### src/rtl/dp_vec_mem_if.sv
// Bus bundle for dp_vec_mem: single-cycle write port, burst read request and
// valid/ready stream, plus status flags.
interface dp_vec_mem_if #(
    parameter int unsigned DATA_WIDTH = 8,
    parameter int unsigned ADDR_WIDTH = 6,
    parameter int unsigned LEN_WIDTH  = 7
);
    logic                  init_busy;
    logic                  wr_en;
    logic [ADDR_WIDTH-1:0] wr_addr;
    logic [DATA_WIDTH-1:0] wr_data;
    logic                  rd_start;
    logic [ADDR_WIDTH-1:0] rd_base;
    logic [LEN_WIDTH-1:0]  rd_len;
    logic                  rd_busy;
    logic [DATA_WIDTH-1:0] rd_data;
    logic                  rd_valid;
    logic                  rd_last;
    logic                  rd_ready;
    logic                  err_range;

    modport master (
        input  init_busy, rd_busy, rd_data, rd_valid, rd_last, err_range,
        output wr_en, wr_addr, wr_data, rd_start, rd_base, rd_len, rd_ready
    );

    modport slave (
        output init_busy, rd_busy, rd_data, rd_valid, rd_last, err_range,
        input  wr_en, wr_addr, wr_data, rd_start, rd_base, rd_len, rd_ready
    );
endinterface

### src/rtl/dp_vec_mem.sv
// Operand store for the dot-product datapath: write port plus burst read streamer,
// cleared by an init sweep after reset. Optional macro DP_MEM_BYPASS_EN selects write-first RDW.
module dp_vec_mem #(
    parameter int unsigned DATA_WIDTH = 8,
    parameter int unsigned ADDR_WIDTH = 6,
    parameter int unsigned MEM_SIZE   = 64,
    parameter int unsigned LEN_WIDTH  = 7
) (
    input  logic        clk,
    input  logic        rst_n,
    dp_vec_mem_if.slave bus
);
    localparam int unsigned SUM_WIDTH = LEN_WIDTH + 1;
    localparam int unsigned CMP_WIDTH = ADDR_WIDTH + 1;

    localparam logic [1:0] ST_INIT   = 2'd0;
    localparam logic [1:0] ST_IDLE   = 2'd1;
    localparam logic [1:0] ST_STREAM = 2'd2;

    logic [DATA_WIDTH-1:0] mem_q [MEM_SIZE];

    logic [1:0]            state_q, state_d;
    logic [ADDR_WIDTH-1:0] init_cnt_q, init_cnt_d;
    logic [ADDR_WIDTH-1:0] rd_addr_q, rd_addr_d;
    logic [LEN_WIDTH-1:0]  left_q, left_d;
    logic                  wait_q, wait_d;
    logic                  init_busy_q, init_busy_d;
    logic                  rd_busy_q, rd_busy_d;
    logic                  rd_valid_q, rd_valid_d;
    logic                  rd_last_q, rd_last_d;
    logic [DATA_WIDTH-1:0] rd_data_q, rd_data_d;
    logic                  err_q, err_d;

    logic                  mem_we;
    logic [ADDR_WIDTH-1:0] mem_addr;
    logic [DATA_WIDTH-1:0] mem_wdata;
    logic                  wr_in_range;
    logic                  wr_ok;
    logic                  wr_bad;
    logic                  rd_bad;
    logic                  fetch;
    logic                  beat_done;
    logic [DATA_WIDTH-1:0] rd_word;

    // Request qualification; burst end is computed one bit wider so base+len cannot wrap.
    always_comb begin
        wr_in_range = CMP_WIDTH'(bus.wr_addr) < CMP_WIDTH'(MEM_SIZE);
        wr_ok       = bus.wr_en && (state_q != ST_INIT) && wr_in_range;
        wr_bad      = bus.wr_en && (state_q != ST_INIT) && !wr_in_range;
        rd_bad      = bus.rd_start && (state_q == ST_IDLE) && (bus.rd_len != '0) &&
                      ((SUM_WIDTH'(bus.rd_base) + SUM_WIDTH'(bus.rd_len)) > SUM_WIDTH'(MEM_SIZE));
        fetch       = (state_q == ST_STREAM) && !wait_q && (left_q != '0) &&
                      (!rd_valid_q || bus.rd_ready);
        beat_done   = rd_valid_q && bus.rd_ready && rd_last_q;
`ifdef DP_MEM_BYPASS_EN
        rd_word     = (wr_ok && (bus.wr_addr == rd_addr_q)) ? bus.wr_data : mem_q[rd_addr_q];
`else
        rd_word     = mem_q[rd_addr_q];
`endif
    end

    // Next-state and registered-output logic.
    always_comb begin
        state_d     = state_q;
        init_cnt_d  = init_cnt_q;
        rd_addr_d   = rd_addr_q;
        left_d      = left_q;
        wait_d      = 1'b0;
        init_busy_d = init_busy_q;
        rd_busy_d   = rd_busy_q;
        rd_valid_d  = rd_valid_q;
        rd_last_d   = rd_last_q;
        rd_data_d   = rd_data_q;
        err_d       = wr_bad || rd_bad;
        mem_we      = wr_ok;
        mem_addr    = bus.wr_addr;
        mem_wdata   = bus.wr_data;

        case (state_q)
            ST_INIT: begin
                mem_we     = 1'b1;
                mem_addr   = init_cnt_q;
                mem_wdata  = '0;
                init_cnt_d = init_cnt_q + 1'b1;
                if (init_cnt_q == ADDR_WIDTH'(MEM_SIZE - 1)) begin
                    init_cnt_d  = '0;
                    init_busy_d = 1'b0;
                    state_d     = ST_IDLE;
                end
            end
            ST_IDLE: begin
                if (bus.rd_start && (bus.rd_len != '0) && !rd_bad) begin
                    rd_addr_d = bus.rd_base;
                    left_d    = bus.rd_len;
                    wait_d    = 1'b1;
                    rd_busy_d = 1'b1;
                    state_d   = ST_STREAM;
                end
            end
            ST_STREAM: begin
                if (fetch) begin
                    rd_data_d  = rd_word;
                    rd_valid_d = 1'b1;
                    rd_last_d  = (left_q == LEN_WIDTH'(1));
                    rd_addr_d  = rd_addr_q + 1'b1;
                    left_d     = left_q - 1'b1;
                end else if (rd_valid_q && bus.rd_ready) begin
                    rd_valid_d = 1'b0;
                end
                if (beat_done) begin
                    rd_valid_d = 1'b0;
                    rd_last_d  = 1'b0;
                    rd_busy_d  = 1'b0;
                    state_d    = ST_IDLE;
                end
            end
            default: begin
                state_d = ST_INIT;
            end
        endcase
    end

    always_ff @(posedge clk or negedge rst_n) begin
        if (!rst_n) begin
            state_q     <= ST_INIT;
            init_cnt_q  <= '0;
            rd_addr_q   <= '0;
            left_q      <= '0;
            wait_q      <= 1'b0;
            init_busy_q <= 1'b1;
            rd_busy_q   <= 1'b0;
            rd_valid_q  <= 1'b0;
            rd_last_q   <= 1'b0;
            rd_data_q   <= '0;
            err_q       <= 1'b0;
        end else begin
            state_q     <= state_d;
            init_cnt_q  <= init_cnt_d;
            rd_addr_q   <= rd_addr_d;
            left_q      <= left_d;
            wait_q      <= wait_d;
            init_busy_q <= init_busy_d;
            rd_busy_q   <= rd_busy_d;
            rd_valid_q  <= rd_valid_d;
            rd_last_q   <= rd_last_d;
            rd_data_q   <= rd_data_d;
            err_q       <= err_d;
        end
    end

    // Storage array has no reset; the init sweep clears it.
    always_ff @(posedge clk) begin
        if (mem_we) begin
            mem_q[mem_addr] <= mem_wdata;
        end
    end

    assign bus.init_busy = init_busy_q;
    assign bus.rd_busy   = rd_busy_q;
    assign bus.rd_valid  = rd_valid_q;
    assign bus.rd_last   = rd_last_q;
    assign bus.rd_data   = rd_data_q;
    assign bus.err_range = err_q;

endmodule

### src/flat_wrapper.sv
// flat-port wrapper written by rule: the top's interface ports become plain ports
module dp_vec_mem_flat 
#(
    parameter int unsigned DATA_WIDTH = 8,
    parameter int unsigned ADDR_WIDTH = 6,
    parameter int unsigned MEM_SIZE   = 64,
    parameter int unsigned LEN_WIDTH  = 7
)
  (clk, rst_n, bus_init_busy, bus_rd_busy, bus_rd_data, bus_rd_valid, bus_rd_last, bus_err_range, bus_wr_en, bus_wr_addr, bus_wr_data, bus_rd_start, bus_rd_base, bus_rd_len, bus_rd_ready);
  dp_vec_mem_if #(.DATA_WIDTH(DATA_WIDTH), .ADDR_WIDTH(ADDR_WIDTH), .LEN_WIDTH(LEN_WIDTH)) bus_i ();
  input  logic clk;
  input  logic rst_n;
  output wire logic [$bits(bus_i.init_busy)-1:0] bus_init_busy;
  output wire logic [$bits(bus_i.rd_busy)-1:0] bus_rd_busy;
  output wire logic [$bits(bus_i.rd_data)-1:0] bus_rd_data;
  output wire logic [$bits(bus_i.rd_valid)-1:0] bus_rd_valid;
  output wire logic [$bits(bus_i.rd_last)-1:0] bus_rd_last;
  output wire logic [$bits(bus_i.err_range)-1:0] bus_err_range;
  input wire logic [$bits(bus_i.wr_en)-1:0] bus_wr_en;
  input wire logic [$bits(bus_i.wr_addr)-1:0] bus_wr_addr;
  input wire logic [$bits(bus_i.wr_data)-1:0] bus_wr_data;
  input wire logic [$bits(bus_i.rd_start)-1:0] bus_rd_start;
  input wire logic [$bits(bus_i.rd_base)-1:0] bus_rd_base;
  input wire logic [$bits(bus_i.rd_len)-1:0] bus_rd_len;
  input wire logic [$bits(bus_i.rd_ready)-1:0] bus_rd_ready;
  assign bus_init_busy = bus_i.init_busy;
  assign bus_rd_busy = bus_i.rd_busy;
  assign bus_rd_data = bus_i.rd_data;
  assign bus_rd_valid = bus_i.rd_valid;
  assign bus_rd_last = bus_i.rd_last;
  assign bus_err_range = bus_i.err_range;
  assign bus_i.wr_en = bus_wr_en;
  assign bus_i.wr_addr = bus_wr_addr;
  assign bus_i.wr_data = bus_wr_data;
  assign bus_i.rd_start = bus_rd_start;
  assign bus_i.rd_base = bus_rd_base;
  assign bus_i.rd_len = bus_rd_len;
  assign bus_i.rd_ready = bus_rd_ready;
  dp_vec_mem #(.DATA_WIDTH(DATA_WIDTH), .ADDR_WIDTH(ADDR_WIDTH), .MEM_SIZE(MEM_SIZE), .LEN_WIDTH(LEN_WIDTH)) u_core (.clk(clk), .rst_n(rst_n), .bus(bus_i));
endmodule
### config.mk
export PLATFORM = sky130hd
export DESIGN_NAME = dp_vec_mem_flat
export DESIGN_NICKNAME = d
export VERILOG_FILES = /design/src/rtl/dp_vec_mem_if.sv /design/src/rtl/dp_vec_mem.sv /design/src/flat_wrapper.sv
export SDC_FILE = /design/constraint.sdc
export NUM_CORES = 1
export LEC_CHECK = 0
export CAP_MARGIN = 15
export CORE_UTILIZATION = 31
export CTS_BUF_LIST = sky130_fd_sc_hd__clkbuf_8 sky130_fd_sc_hd__clkbuf_16
export DETAILED_ROUTE_END_ITERATION = 8
export GPL_TIMING_DRIVEN = 0
export PLACE_DENSITY = 0.51
export SYNTH_ARGS = -nofsm -noshare
export SYNTH_HDL_FRONTEND = slang
export SYNTH_SLANG_ARGS = --single-unit
### constraint.sdc
create_clock -name clk -period 5.46 [get_ports clk]
set_input_delay 0.546 -clock clk [delete_from_list [all_inputs] [get_ports clk]]
set_output_delay 0.546 -clock clk [all_outputs]
set_load 0.02 [all_outputs]
Word-level counts from Yosys, hierarchy flattened
Memories as Yosys holds them, arrays and structs flattened. A register that Yosys moved wholly into a read port is not among the register bits.
Cells that the tools add are included.

word-level totals
  memories kept = 1
  memory bits (writable) = 512
  logic and storage cells = 80
  register bits = 27
  bits of input ports = 32

memories
  memory        words  bits a word  read ports  clocked after memory_dff  write ports  RTL line          RTL
  u_core.mem_q  64     8            1           1                         1            dp_vec_mem.sv:20  logic [DATA_WIDTH-1:0] mem_q [MEM_SIZE];

cells by class
  equality and inequality tests = 8
  muxes and demuxes = 26
  reductions and logical operators = 30
  add/sub/neg operators = 4
  magnitude comparators = 1

operators by type and width
  kind                                                 count
  two-way mux 6 bit                                    4
  two-way mux 7 bit                                    2
  case mux 7 bit (2 select lines)                      1
  nonzero test 7 bit                                   2
  adder 6 x 1 -> 6 bit, second input constant          2
  two-way mux 1 bit                                    12
  case mux 6 bit (2 select lines)                      1
  logical AND 1 bit                                    11
  AND reduction 3 bit                                  3
  adder 6 x 7 -> 8 bit                                 1
  > comparator 8 x 7 -> 1 bit, second input constant   1
  two-way mux 8 bit                                    1
  AND reduction 2 bit                                  4
  equality test 7 x 1 -> 1 bit, second input constant  1
  subtractor 7 x 1 -> 7 bit, second input constant     1
  equality test 6 bit, second input constant           1
  two-way mux 2 bit                                    3
  != test 2 x 1 -> 1 bit, second input constant        3
  case mux 2 bit (3 select lines)                      1
  nonzero test 2 bit                                   3
  logical NOT 1 bit                                    4
  nonzero test 3 bit                                   1
  equality test 2 x 1 -> 1 bit, second input constant  1
  equality test 2 bit, second input constant           1
  4 further kinds                                      4

Longest topological paths before layout
Gate-level depths: netlist of the first run.

  depth in word-level cells = 8
  depth in mapped cells = 11

Worst setup path before layout of the first run
Ideal clock, no wire load.

  kind = input -> register
  from = in bus_rd_len[0]
  to = reg u_core.left_q[4]
  stages on the path = 10
  library setup time = 122 ps
  setup slack = 2916 ps
  arrival time = 2423 ps
  buffers on the path = 1
  path through = ha_1 > inv_1 > fa_1 > nand2b_1 > a21oi_1 > nor4b_1 > a211oi_1 > o211ai_4 > buf_4 > a32o_1

on the way
  longest elaborated chain between the ends = 7
  elaborated cells on any way between the ends = 10
  those cells by class = add/sub: 1; order compare: 1; eq/ne: 1; reduce/logical: 7

ends and longest elaborated chain
  item                                                                     RTL line                                              RTL
  start, declared                                                          flat_wrapper.sv:24                                    input wire logic [$bits(bus_i.rd_len)-1:0] bus_rd_len;
  adder 6 x 7 -> 8 bit / nonzero test 7 bit (equally long branches)        dp_vec_mem.sv:51, dp_vec_mem.sv:50, dp_vec_mem.sv:92
  > comparator 8 x 7 -> 1 bit / logical AND 1 bit (equally long branches)  dp_vec_mem.sv:51, dp_vec_mem.sv:50
  logical AND 1 bit                                                        dp_vec_mem.sv:50                                      rd_bad = bus.rd_start && (state_q == ST_IDLE) && (bus.rd_len != '0) &&
  logical NOT 1 bit                                                        dp_vec_mem.sv:92                                      if (bus.rd_start && (bus.rd_len != '0) && !rd_bad) begin
  logical AND 1 bit (*)                                                    dp_vec_mem.sv:92
  != test 2 bit (no source line) (*)                                       n/a
  AND reduction 3 bit (no source line) (*)                                 n/a
  end signal, assigned                                                     dp_vec_mem.sv:140                                     left_q <= left_d;
  end, declared                                                            dp_vec_mem.sv:25                                      logic [LEN_WIDTH-1:0] left_q, left_d;

Every way passes the cells marked *; elsewhere a longest branch is shown, timed or not.
A chain may end at the register's enable or synchronous reset.

Worst setup path in the final report of the first run
  from = reg u_core.state_q[0]
  to = mem u_core.mem_q[26][2] (enable)

on the way
  longest elaborated chain between the ends = 5
  elaborated cells on any way between the ends = 7
  those cells by class = mux: 4; reduce/logical: 3

ends and longest elaborated chain
  item                                     RTL line           RTL
  start, declared                          dp_vec_mem.sv:22   logic [1:0] state_q, state_d;
  start signal, assigned                   dp_vec_mem.sv:137  state_q <= state_d;
  nonzero test 2 bit                       n/a
  logical AND 1 bit                        n/a
  two-way mux 1 bit                        dp_vec_mem.sv:79   case (state_q)
  two-way mux 1 bit                        dp_vec_mem.sv:153  if (mem_we) begin
  two-way mux 1 bit (not written as such)  dp_vec_mem.sv:154  mem_q[mem_addr] <= mem_wdata;
  end, declared                            dp_vec_mem.sv:20

Several ways; a longest one is shown, not always the timed one.

==> flow_metrics.env, run 1 <==
export IMPL_cts_resized=0
export IMPL_clkSinkCount=547
export IMPL_antenna_found_initial=0
export IMPL_pin_count=45
export IMPL_ant_nets=0
export IMPL_seqPwrFrac_pct=39.8
export IMPL_intPower_mw=9.12
export IMPL_die_w_um=269
export IMPL_synth_top_area_share_pct=69.4
export IMPL_worst_slew_pin_slew_ns=1.05
export IMPL_finalCritPeriodShare_pct=61.8
export IMPL_p_sw_share_pct=35.0
export IMPL_rows=97
export IMPL_synth_warnings=0
export IMPL_dr_pass1_iters=6
export IMPL_clockBufferDepth=3
export IMPL_cp_end_kind="flip-flop"
export IMPL_cp_common_cell="clkbuf_1"
export IMPL_startpoint_type="flip-flop"
export IMPL_area_delta_synth_final_pct=16.3
export IMPL_cp_required_ns=5.71
export IMPL_die_h_um=269
export IMPL_slew_headroom_pct=29.8
export IMPL_finalSetupViolCount=0
export IMPL_syn_nets=1272
export IMPL_num_vias=11965
export IMPL_grtUsageTotal_pct=15.7
export IMPL_pwr_share_clk_pct=26.5
export IMPL_worstHoldPathType="in -> async"
export IMPL_gp_congestion=0.874
export IMPL_syn_avg_cell_area_um2=18.0
export IMPL_totalWireLength_mm=57.4
export IMPL_timing_setup_tns_ns=0
export IMPL_worstSkewPairLatency_ns=0.63
export IMPL_cts_buffers=58
export IMPL_start_util_pct=31.5
export IMPL_path_class="reg -> reg"
export IMPL_drt_iter0_markers=1124
export IMPL_synth_edf_count=512
export IMPL_clock_fmax_ghz=0.297
export IMPL_synth_cell_types=62
export IMPL_routedWlPerCell_um=24.6
export IMPL_hold_violations=0
export IMPL_synth_seq_area_share_pct=73.3
export IMPL_drc_errors=0
export IMPL_core_area_um2=70400
export IMPL_post_route_util_pct=36.6
export IMPL_place_hpwl_mm=38.8
export IMPL_viasPerCell=5.14
export IMPL_post_route_min_period_ns=3.37
export IMPL_outcome="completed"
export IMPL_max_cap_viol_count=0
export IMPL_die_area_um2=72500
export IMPL_finalMaxSlewViolations=0
export IMPL_clkSlewWorstSetupHoldPaths_ns=0.06
export IMPL_grt_pass1_vias=12234
export IMPL_synthFlopType="edfxtp_1"
export IMPL_leakagePower_nw=8.28
export IMPL_fin_nets=1386
export IMPL_vdd_drop_max_mv=0.283
export IMPL_cpPeakStageDelay_ns=0.89
export IMPL_async_reset_ff_share_pct=6.40
export IMPL_grt_overflow_total=0
export IMPL_cts_tree="built"
export IMPL_p_switching_mw=4.91
export IMPL_grt_max_degree=57
export IMPL_grt_pass1_wl_mm=83.8
export IMPL_yosysTopAreaCell="edfxtp_1"
export IMPL_drive_above_1_share_pct=18.6
export IMPL_crit_start="u_core.state_q[0]$_DFFE_PN0P_"
export IMPL_worst_path_max_fanout=10
export IMPL_rsz0062_at_grt="false"
export IMPL_skew_ns=0.0218
export IMPL_synth_area_leaders="edfxtp_1 (69%), mux4_2 (12%), dfrtp_1 (3.8%), mux2i_1 (1.9%), nand2_1 (1.6%)"
export IMPL_p_comb_share_pct=33.7
export IMPL_power_density_nw_per_um2=545
export IMPL_cpMaxStageDelayCell="nor2_1"
export IMPL_arrival_ns=3.63
export IMPL_syn_area_um2=22200
export IMPL_synthCells=1228
export IMPL_rr_startpoint="u_core.state_q[0]$_DFFE_PN0P_"
export IMPL_cts_htree_levels=2
export IMPL_synth_seq_cells=547
export IMPL_numPortBuffers=44
export IMPL_path_cells="or2_1 -> clkbuf_1 -> clkbuf_1 -> nand3b_1 -> o21ai_1 -> nand2_1 -> nor2_1"
export IMPL_root_buffer="clkbuf_16"
## cell families (layout without fill, tap and decap cells)
kind of cell	count (synthesis)	in the layout	synth area share (%)
buffers and inverters	76	236	1.68
other	0	1	0
AO/OA/AOI/OAI	170	170	5.25
AND/OR/NAND/NOR	262	262	5.33
XOR/XNOR	6	6	0.237
adder cells (fa/ha/maj)	12	12	0.711
multiplexers	155	155	13.4
flip-flops	547	547	73.3
## power groups by stage
stage	sequential (mW)	combinational, mW	clock (mW)
finish	5.59	4.72	3.72
global route	5.62	5.05	3.94
detailed placement	5.67	4.77	0
floorplan	5.66	2.87	0
CTS	5.59	4.79	3.80
global placement	5.71	4.62	0
## flip-flops by register name, indices dropped and copies added, names as in the netlist
register              flops
u_core.bus.rd_busy        1
u_core.bus.err_range      1
u_core.wait_q             1
u_core.rd_addr_q          6
u_core.mem_q            512
u_core.bus.init_busy      1
u_core.left_q             7
u_core.bus.rd_valid       1
u_core.bus.rd_data        8
u_core.bus.rd_last        1
u_core.state_q            2
u_core.init_cnt_q         6
## layout by cell type (no fill, tap or decap), types with 4 or more instances in the layout
cell type        count
clkbuf_16           58
clkdlybuf4s50_1     43
buf_12               9
inv_1               24
o22ai_1             18
clkinv_1            11
ha_1                11
dfrtp_1             34
o31ai_1             11
clkinv_2            18
and2_2               8
and3_1               9
nor2b_1              5
buf_2               11
buf_1                5
o21ai_0             13
a21oi_1             40
a22oi_1             16
o221ai_1             7
or3_1                7
a31oi_1             20
mux2i_1             41
buf_4               16
nand2b_1             7
o21a_1               4
clkbuf_1            27
nand2_1             95
nand3_1             22
xnor2_1              5
a32oi_1              4
o21ai_1             18
nor2_1              80
nor3_1              12
mux4_2             114
edfxtp_1           512
## metrics by stage
stage,worst slack [ns],cell area [um^2],hold slack [ns],instances,power [mW]
3_3_place_gp,1.30,23800,0.480,2212,10.3
5_1_grt,1.97,25800,0.447,2328,14.6
6_report,2.09,25800,0.427,2329,14.0
3_5_place_dp,2.06,24000,0.476,2221,10.4
4_1_cts,2.16,25800,0.409,2328,14.2
2_1_floorplan,2.92,22200,0.250,1228,8.54
## timing repair
action,4_1_cts,5_1_grt
hold buffers,1,0
buffers inserted,0,0
endpoints found under the hold margin,34,0
## worst max-delay path: cells and delay by family, from the launching register on
| kind | cells | cell delay [ns] |
|---|---|---|
| DFF | 1 | 0.44 |
| AOI/OAI and AO/OA | 1 | 0.21 |
| buffers and inverters | 2 | 0.67 |
| and+or+nand+nor | 4 | 1.67 |
## synthesized netlist by cell type, types with 2 or more instances
master and instances:
a21oi_1 40, a22oi_1 16, a31oi_1 20, a32oi_1 4, and2_1 9, and3_1 9, buf_1 5, buf_2 10
buf_4 16, buf_6 2, clkbuf_1 27, dfrtp_1 34, edfxtp_1 512, ha_1 11, inv_1 14, inv_2 2
mux2i_1 41, mux4_2 114, nand2_1 95, nand2b_1 7, nand3_1 22, nand3b_1 2, nand4_1 2, nor2_1 80
nor2b_1 5, nor3_1 12, nor3b_1 3, nor4_1 2, o21a_1 4, o21ai_0 13, o21ai_1 18, o221ai_1 7
o22ai_1 18, o31a_1 2, o31ai_1 11, o32ai_2 2, or2_1 2, or3_1 7, xnor2_1 5
## path summary, 6_finish.rpt
check	end	slack, ns	depth (start not counted)
setup / recovery	u_core.mem_q[26][2]$_DFFE_PP_	2.09	7
hold / removal	u_core.left_q[2]$_DFFE_PN0P_	0.43	3
setup reg to reg	u_core.mem_q[26][2]$_DFFE_PP_	2.09	7
hold reg to reg	u_core.bus.init_busy$_DFFE_PN1P_	0.48	1
max in group asynchronous	u_core.bus.init_busy$_DFFE_PN1P_	4.77	3
min in group clk	u_core.bus.init_busy$_DFFE_PN1P_	0.48	1
## per-layer routing
layer  share of wire [%]  vias up  global-route usage (%)
li1                    -     5183                       -
met5                   0        -                       0
met2                  47      380                    25.3
met3                 5.6       87                    2.21
met1                  45     6315                    22.0
met4                 2.6        0                    4.96
## area by class of cell
class,instances,area [um^2]
plain buffers,60,313
repair buffers,54,626
clock inverters,48,345
multi-input cells,605,5540
flip-flops and latches,547,16300
fillers,6564,44600
clock buffers,58,1450
well taps,940,1180
diodes,1,2.50
inverters,16,60.1
(Power assumes the default switching activity.)
==> run 2: changes to the inputs <==
==> constraint.sdc (replaced) <==
create_clock -name clk -period 3.2 [get_ports clk]
set_input_delay 0.32 -clock clk [delete_from_list [all_inputs] [get_ports clk]]
set_output_delay 0.32 -clock clk [all_outputs]
set_load 0.02 [all_outputs]
==> flow_metrics.env, run 2 (same netlist as run 1, synthesis figures left out) <==
export IMPL_use_met3_pct=2.21
export IMPL_cp_end_kind="flip-flop"
export IMPL_place_hpwl_mm=38.8
export IMPL_core_area_um2=70400
export IMPL_ant_nets=0
export IMPL_arrival_ns=3.56
export IMPL_layout_common_cells="edfxtp_1 (512), mux4_2 (114), nand2_1 (95), clkbuf_16 (58)"
export IMPL_hold_violations=0
export IMPL_antenna_found_initial=0
export IMPL_totalWireLength_mm=57.4
export IMPL_finalMaxSlewViolations=0
export IMPL_drc_errors=0
export IMPL_post_route_util_pct=36.8
export IMPL_gp_congestion=0.874
export IMPL_r2r_cells=7
export IMPL_leakagePower_nw=8.28
export IMPL_outcome="complete, but fails checks"
export IMPL_grtUsageTotal_pct=15.7
export IMPL_cts_setup_buffers=0
export IMPL_cts_buffers=58
export IMPL_die_w_um=269
export IMPL_seqPwrFrac_pct=39.6
export IMPL_viasPerCell=5.14
export IMPL_clkSlewWorstSetupHoldPaths_ns=0.06
export IMPL_cp_required_ns=3.45
export IMPL_root_buffer="clkbuf_16"
export IMPL_pin_count=45
export IMPL_largest_reg_flops=512
export IMPL_numPortBuffers=44
export IMPL_cts_tree="built"
export IMPL_rows=97
export IMPL_p_comb_share_pct=34.1
export IMPL_area_delta_synth_final_pct=17.0
export IMPL_grt_max_degree=57
export IMPL_rsz0062_at_grt="true"
export IMPL_dr_pass1_iters=5
export IMPL_worstHoldPathType="in -> async"
export IMPL_grt_busiest_layer="met2"
export IMPL_p_sw_share_pct=35.4
export IMPL_n_antenna_cell=0
export IMPL_intPower_mw=15.6
export IMPL_worst_path_max_fanout=10
export IMPL_worst_r2r_setup_slack_ns=-0.11
export IMPL_drt_iter0_markers=1087
export IMPL_finalCritPeriodShare_pct=103
export IMPL_post_route_min_period_ns=3.31
export IMPL_use_met2_pct=25.3
export IMPL_grt_pass1_vias=12243
export IMPL_fin_ws_ns=-0.111
export IMPL_die_area_um2=72500
export IMPL_worstSkewPairLatency_ns=0.63
export IMPL_startpoint_type="flip-flop"
export IMPL_cts_htree_levels=2
export IMPL_clock_fmax_ghz=0.302
export IMPL_largest_register="u_core.mem_q"
export IMPL_grt_util_met1_pct=22.0
export IMPL_grt_pass1_wl_mm=83.9
export IMPL_p_switching_mw=8.53
export IMPL_drive_above_1_share_pct=22.2
export IMPL_start_util_pct=31.5
export IMPL_skew_ns=0.0245
export IMPL_power_density_nw_per_um2=930
export IMPL_die_h_um=269
export IMPL_worst_slew_pin_slew_ns=1.04
export IMPL_routedWlPerCell_um=24.6
export IMPL_num_vias=11976
export IMPL_pwr_share_clk_pct=26.3
export IMPL_crit_start="u_core.state_q[0]$_DFFE_PN0P_"
export IMPL_path_class="reg -> reg"
export IMPL_timing_setup_tns_ns=-3.48
export IMPL_slew_headroom_pct=30.2
export IMPL_clockBufferDepth=3
export IMPL_max_cap_viol_count=0
export IMPL_rr_startpoint="u_core.state_q[0]$_DFFE_PN0P_"
export IMPL_final_common_cell="edfxtp_1"
export IMPL_p_total_mw=24.1
export IMPL_finalSetupViolCount=55
export IMPL_fin_nets=1386
export IMPL_vdd_drop_max_mv=0.476
export IMPL_grt_overflow_total=0
export IMPL_violations="negative setup slack"
export IMPL_clkSinkCount=547
run 2: cell count changes in the layout (fill, tap and decap cells not counted), sizes merged:
| cell | delta |
|---|---|
| diode | -1 |
run 2: layout make-up:
| cell class | count | area [um^2] |
|---|---|---|
| Fill cell | 6544 | 44500 |
| Sequential cell | 547 | 16300 |
| Multi-Input combinational cell | 605 | 5700 |
| Clock buffer | 58 | 1450 |
| Tap cell | 940 | 1180 |
| Timing Repair Buffer | 54 | 626 |
| Clock inverter | 48 | 345 |
| Buffer | 60 | 313 |
| Inverter | 16 | 60.1 |
run 2: metal layers:
layer  up-vias  wire length, um  part of all wire (%)
met5         -                0                     0
met4         0             1610                   2.8
met3        90             2670                   4.6
met2       345            27000                    47
met1      6350            26100                    46
li1       5191                -                     -
run 2: timing repair:
| action | CTS | global route |
|---|---|---|
| resized for setup | 11 | 46 |
| hold endpoints to repair | 35 | 0 |
| endpoints found under the setup margin | 135 | 407 |
| hold buffers | 1 | 0 |
| pin swaps | 0 | 0 |
run 2: metrics by stage:
stage	cells	hold WS, ns	instance area, um^2	setup slack [ns]
6_report	2328	0.204	25900	-0.111
3_5_place_dp	2221	0.307	24000	-0.0863
5_1_grt	2328	0.221	25900	-0.248
4_1_cts	2328	0.183	25800	-0.0747
2_1_floorplan	1228	0.0244	22200	0.740
3_3_place_gp	2212	0.480	23800	-0.960
run 2: path summary, 6_finish.rpt:
path	endpoint
setup / recovery	u_core.mem_q[2][6]$_DFFE_PP_
hold / removal	u_core.left_q[2]$_DFFE_PN0P_
setup reg to reg	u_core.mem_q[2][6]$_DFFE_PP_
hold reg to reg	u_core.bus.init_busy$_DFFE_PN1P_
max in group asynchronous	u_core.bus.init_busy$_DFFE_PN1P_
min in group clk	u_core.bus.err_range$_DFF_PN0_
run 2: worst max-delay path, stage by stage (launching register included):
cell	delay [ns]
dfrtp_1	0.44
or2_1	0.17
clkbuf_1	0.25
clkbuf_1	0.42
nand3b_1	0.12
o21ai_1	0.22
nand2_1	0.47
nor2_1	0.83
run 2: power groups by stage:
stage / clock [mW] / sequential (mW) / combinational, mW
6_report: 6.35 / 9.54 / 8.22
4_1_cts: 6.48 / 9.53 / 8.19
3_5_place_dp: 0 / 9.67 / 8.13
3_3_place_gp: 0 / 9.75 / 7.89
2_1_floorplan: 0 / 9.66 / 4.90
5_1_grt: 6.73 / 9.59 / 8.77
==> run 3: changes to the inputs <==
--- a/config.mk
+++ b/config.mk
@@ -6,6 +6,7 @@
 export NUM_CORES = 1
 export LEC_CHECK = 0
 export CAP_MARGIN = 15
+export CORE_ASPECT_RATIO = 2
 export CORE_UTILIZATION = 31
 export CTS_BUF_LIST = sky130_fd_sc_hd__clkbuf_8 sky130_fd_sc_hd__clkbuf_16
 export DETAILED_ROUTE_END_ITERATION = 8
==> flow_metrics.env, run 3 (same netlist as run 1, synthesis figures left out) <==
export IMPL_hold_violations=0
export IMPL_cp_end_kind="flip-flop"
export IMPL_place_hpwl_mm=43.4
export IMPL_num_vias=11856
export IMPL_dr_pass1_iters=5
export IMPL_root_buffer="clkbuf_16"
export IMPL_gp_congestion=0.933
export IMPL_grt_max_degree=53
export IMPL_slew_headroom_pct=31.7
export IMPL_n_antenna_cell=0
export IMPL_grt_pass1_vias=12347
export IMPL_antenna_found_initial=0
export IMPL_fin_ws_ns=-0.0674
export IMPL_final_common_cell="edfxtp_1"
export IMPL_p_total_mw=23.9
export IMPL_max_cap_viol_count=0
export IMPL_fin_nets=1373
export IMPL_worst_slew_pin_slew_ns=1.03
export IMPL_worst_path_max_fanout=10
export IMPL_skew_ns=0.0247
export IMPL_clockBufferDepth=3
export IMPL_leakagePower_nw=8.13
export IMPL_cts_htree_levels=2
export IMPL_drt_iter0_markers=810
export IMPL_vdd_drop_max_mv=0.720
export IMPL_finalCritPeriodShare_pct=102
export IMPL_numPortBuffers=44
export IMPL_clock_fmax_ghz=0.306
export IMPL_clkSlewWorstSetupHoldPaths_ns=0.07
export IMPL_clkSinkCount=547
export IMPL_largest_reg_flops=512
export IMPL_arrival_ns=3.48
export IMPL_timing_setup_tns_ns=-0.896
export IMPL_rows=138
export IMPL_rsz0062_at_grt="true"
export IMPL_cts_buffers=45
export IMPL_outcome="complete, but fails checks"
export IMPL_r2r_cells=7
export IMPL_finalMaxSlewViolations=0
export IMPL_finalSetupViolCount=34
export IMPL_core_area_um2=70800
export IMPL_die_h_um=380
export IMPL_area_delta_synth_final_pct=15.5
export IMPL_largest_register="u_core.mem_q"
export IMPL_cts_tree="built"
export IMPL_grt_overflow_total=0
export IMPL_routedWlPerCell_um=27.1
export IMPL_worstHoldPathType="in -> async"
export IMPL_cp_required_ns=3.41
export IMPL_grtUsageTotal_pct=17.1
export IMPL_pin_count=45
export IMPL_post_route_min_period_ns=3.27
export IMPL_grt_pass1_wl_mm=88.1
export IMPL_drc_errors=0
export IMPL_path_class="reg -> reg"
export IMPL_startpoint_type="flip-flop"
export IMPL_totalWireLength_mm=61.7
export IMPL_ant_nets=0
export IMPL_die_area_um2=72600
export IMPL_power_density_nw_per_um2=934
export IMPL_worstSkewPairLatency_ns=0.59
export IMPL_hold_ws_ns=0.399
export IMPL_drive_above_1_share_pct=21.7
export IMPL_start_util_pct=31.3
export IMPL_layout_common_cells="edfxtp_1 (512), mux4_2 (114), nand2_1 (95), clkbuf_16 (47), nor2_2 (46)"
export IMPL_violations="negative setup slack"
export IMPL_viasPerCell=5.21
export IMPL_die_w_um=191
[run 3: per-layer routing]
layer  part of all wire [%]  track usage (%)  vias up
li1                       -                -     5139
met1                     35             18.0     6226
met2                     56             32.4      359
met3                    3.5             1.57      132
met4                    6.0             9.67        0
met5                      0                0        -
[run 3: final cells by class]
| type | instances | area, um^2 |
|---|---|---|
| clock inverters | 36 | 347 |
| repair buffers | 54 | 626 |
| flip-flops and latches | 547 | 16300 |
| multi-input cells | 605 | 5690 |
| well taps | 910 | 1140 |
| fillers | 6681 | 45200 |
| plain buffers | 60 | 313 |
| inverters | 16 | 60.1 |
| clock buffers | 47 | 1180 |
[run 3: metrics by stage]
stage,utilization [%],cells,area (um^2),worst slack (ns)
after floorplan,-,1228,22200,0.740
after global placement,33.5,2182,23700,-0.953
after detailed placement,33.8,2191,23900,-0.145
after CTS,36.0,2275,25500,-0.0331
after global routing,36.2,2275,25600,-0.223
final,36.2,2275,25600,-0.0674
[run 3: where the power goes]
| group | total [mW] | switching (mW) | internal (mW) |
|---|---|---|---|
| Clock | 5.78 | 2.61 | 3.18 |
| Combinational | 8.60 | 5.76 | 2.84 |
| Sequential | 9.52 | 0.310 | 9.21 |
| Total | 23.9 | 8.68 | 15.2 |
[run 3: critical path, cell delays in order, from the launching register on]
cell,delay [ns]
dfrtp_1,0.43
or2_1,0.13
clkbuf_1,0.20
clkbuf_1,0.40
nand3b_1,0.15
o21ai_1,0.25
nand2_1,0.56
nor2_1,0.78
[run 3: repair_timing]
item | CTS | global route
hold buffers | 1 | 0
resized for setup | 16 | 38
endpoints found under the hold margin | 34 | 0
setup endpoints to repair | 123 | 357
buffers inserted | 0 | 0
pin swaps | 0 | 0
[run 3: worst paths after layout]
path	startpoint	endpoint	slack, ns
min in group clk	bus_rd_base[0]	u_core.rd_addr_q[0]$_DFFE_PN0P_	0.40
max in group asynchronous	rst_n	u_core.init_cnt_q[0]$_DFFE_PN0P_	2.23
worst max register to register	u_core.state_q[0]$_DFFE_PN0P_	u_core.mem_q[26][1]$_DFFE_PP_	-0.07
worst min register to register	u_core.bus.init_busy$_DFFE_PN1P_	u_core.bus.init_busy$_DFFE_PN1P_	0.49
worst min-delay path	rst_n	u_core.bus.rd_last$_DFFE_PN0P_	0.40
worst max-delay path	u_core.state_q[0]$_DFFE_PN0P_	u_core.mem_q[26][1]$_DFFE_PP_	-0.07
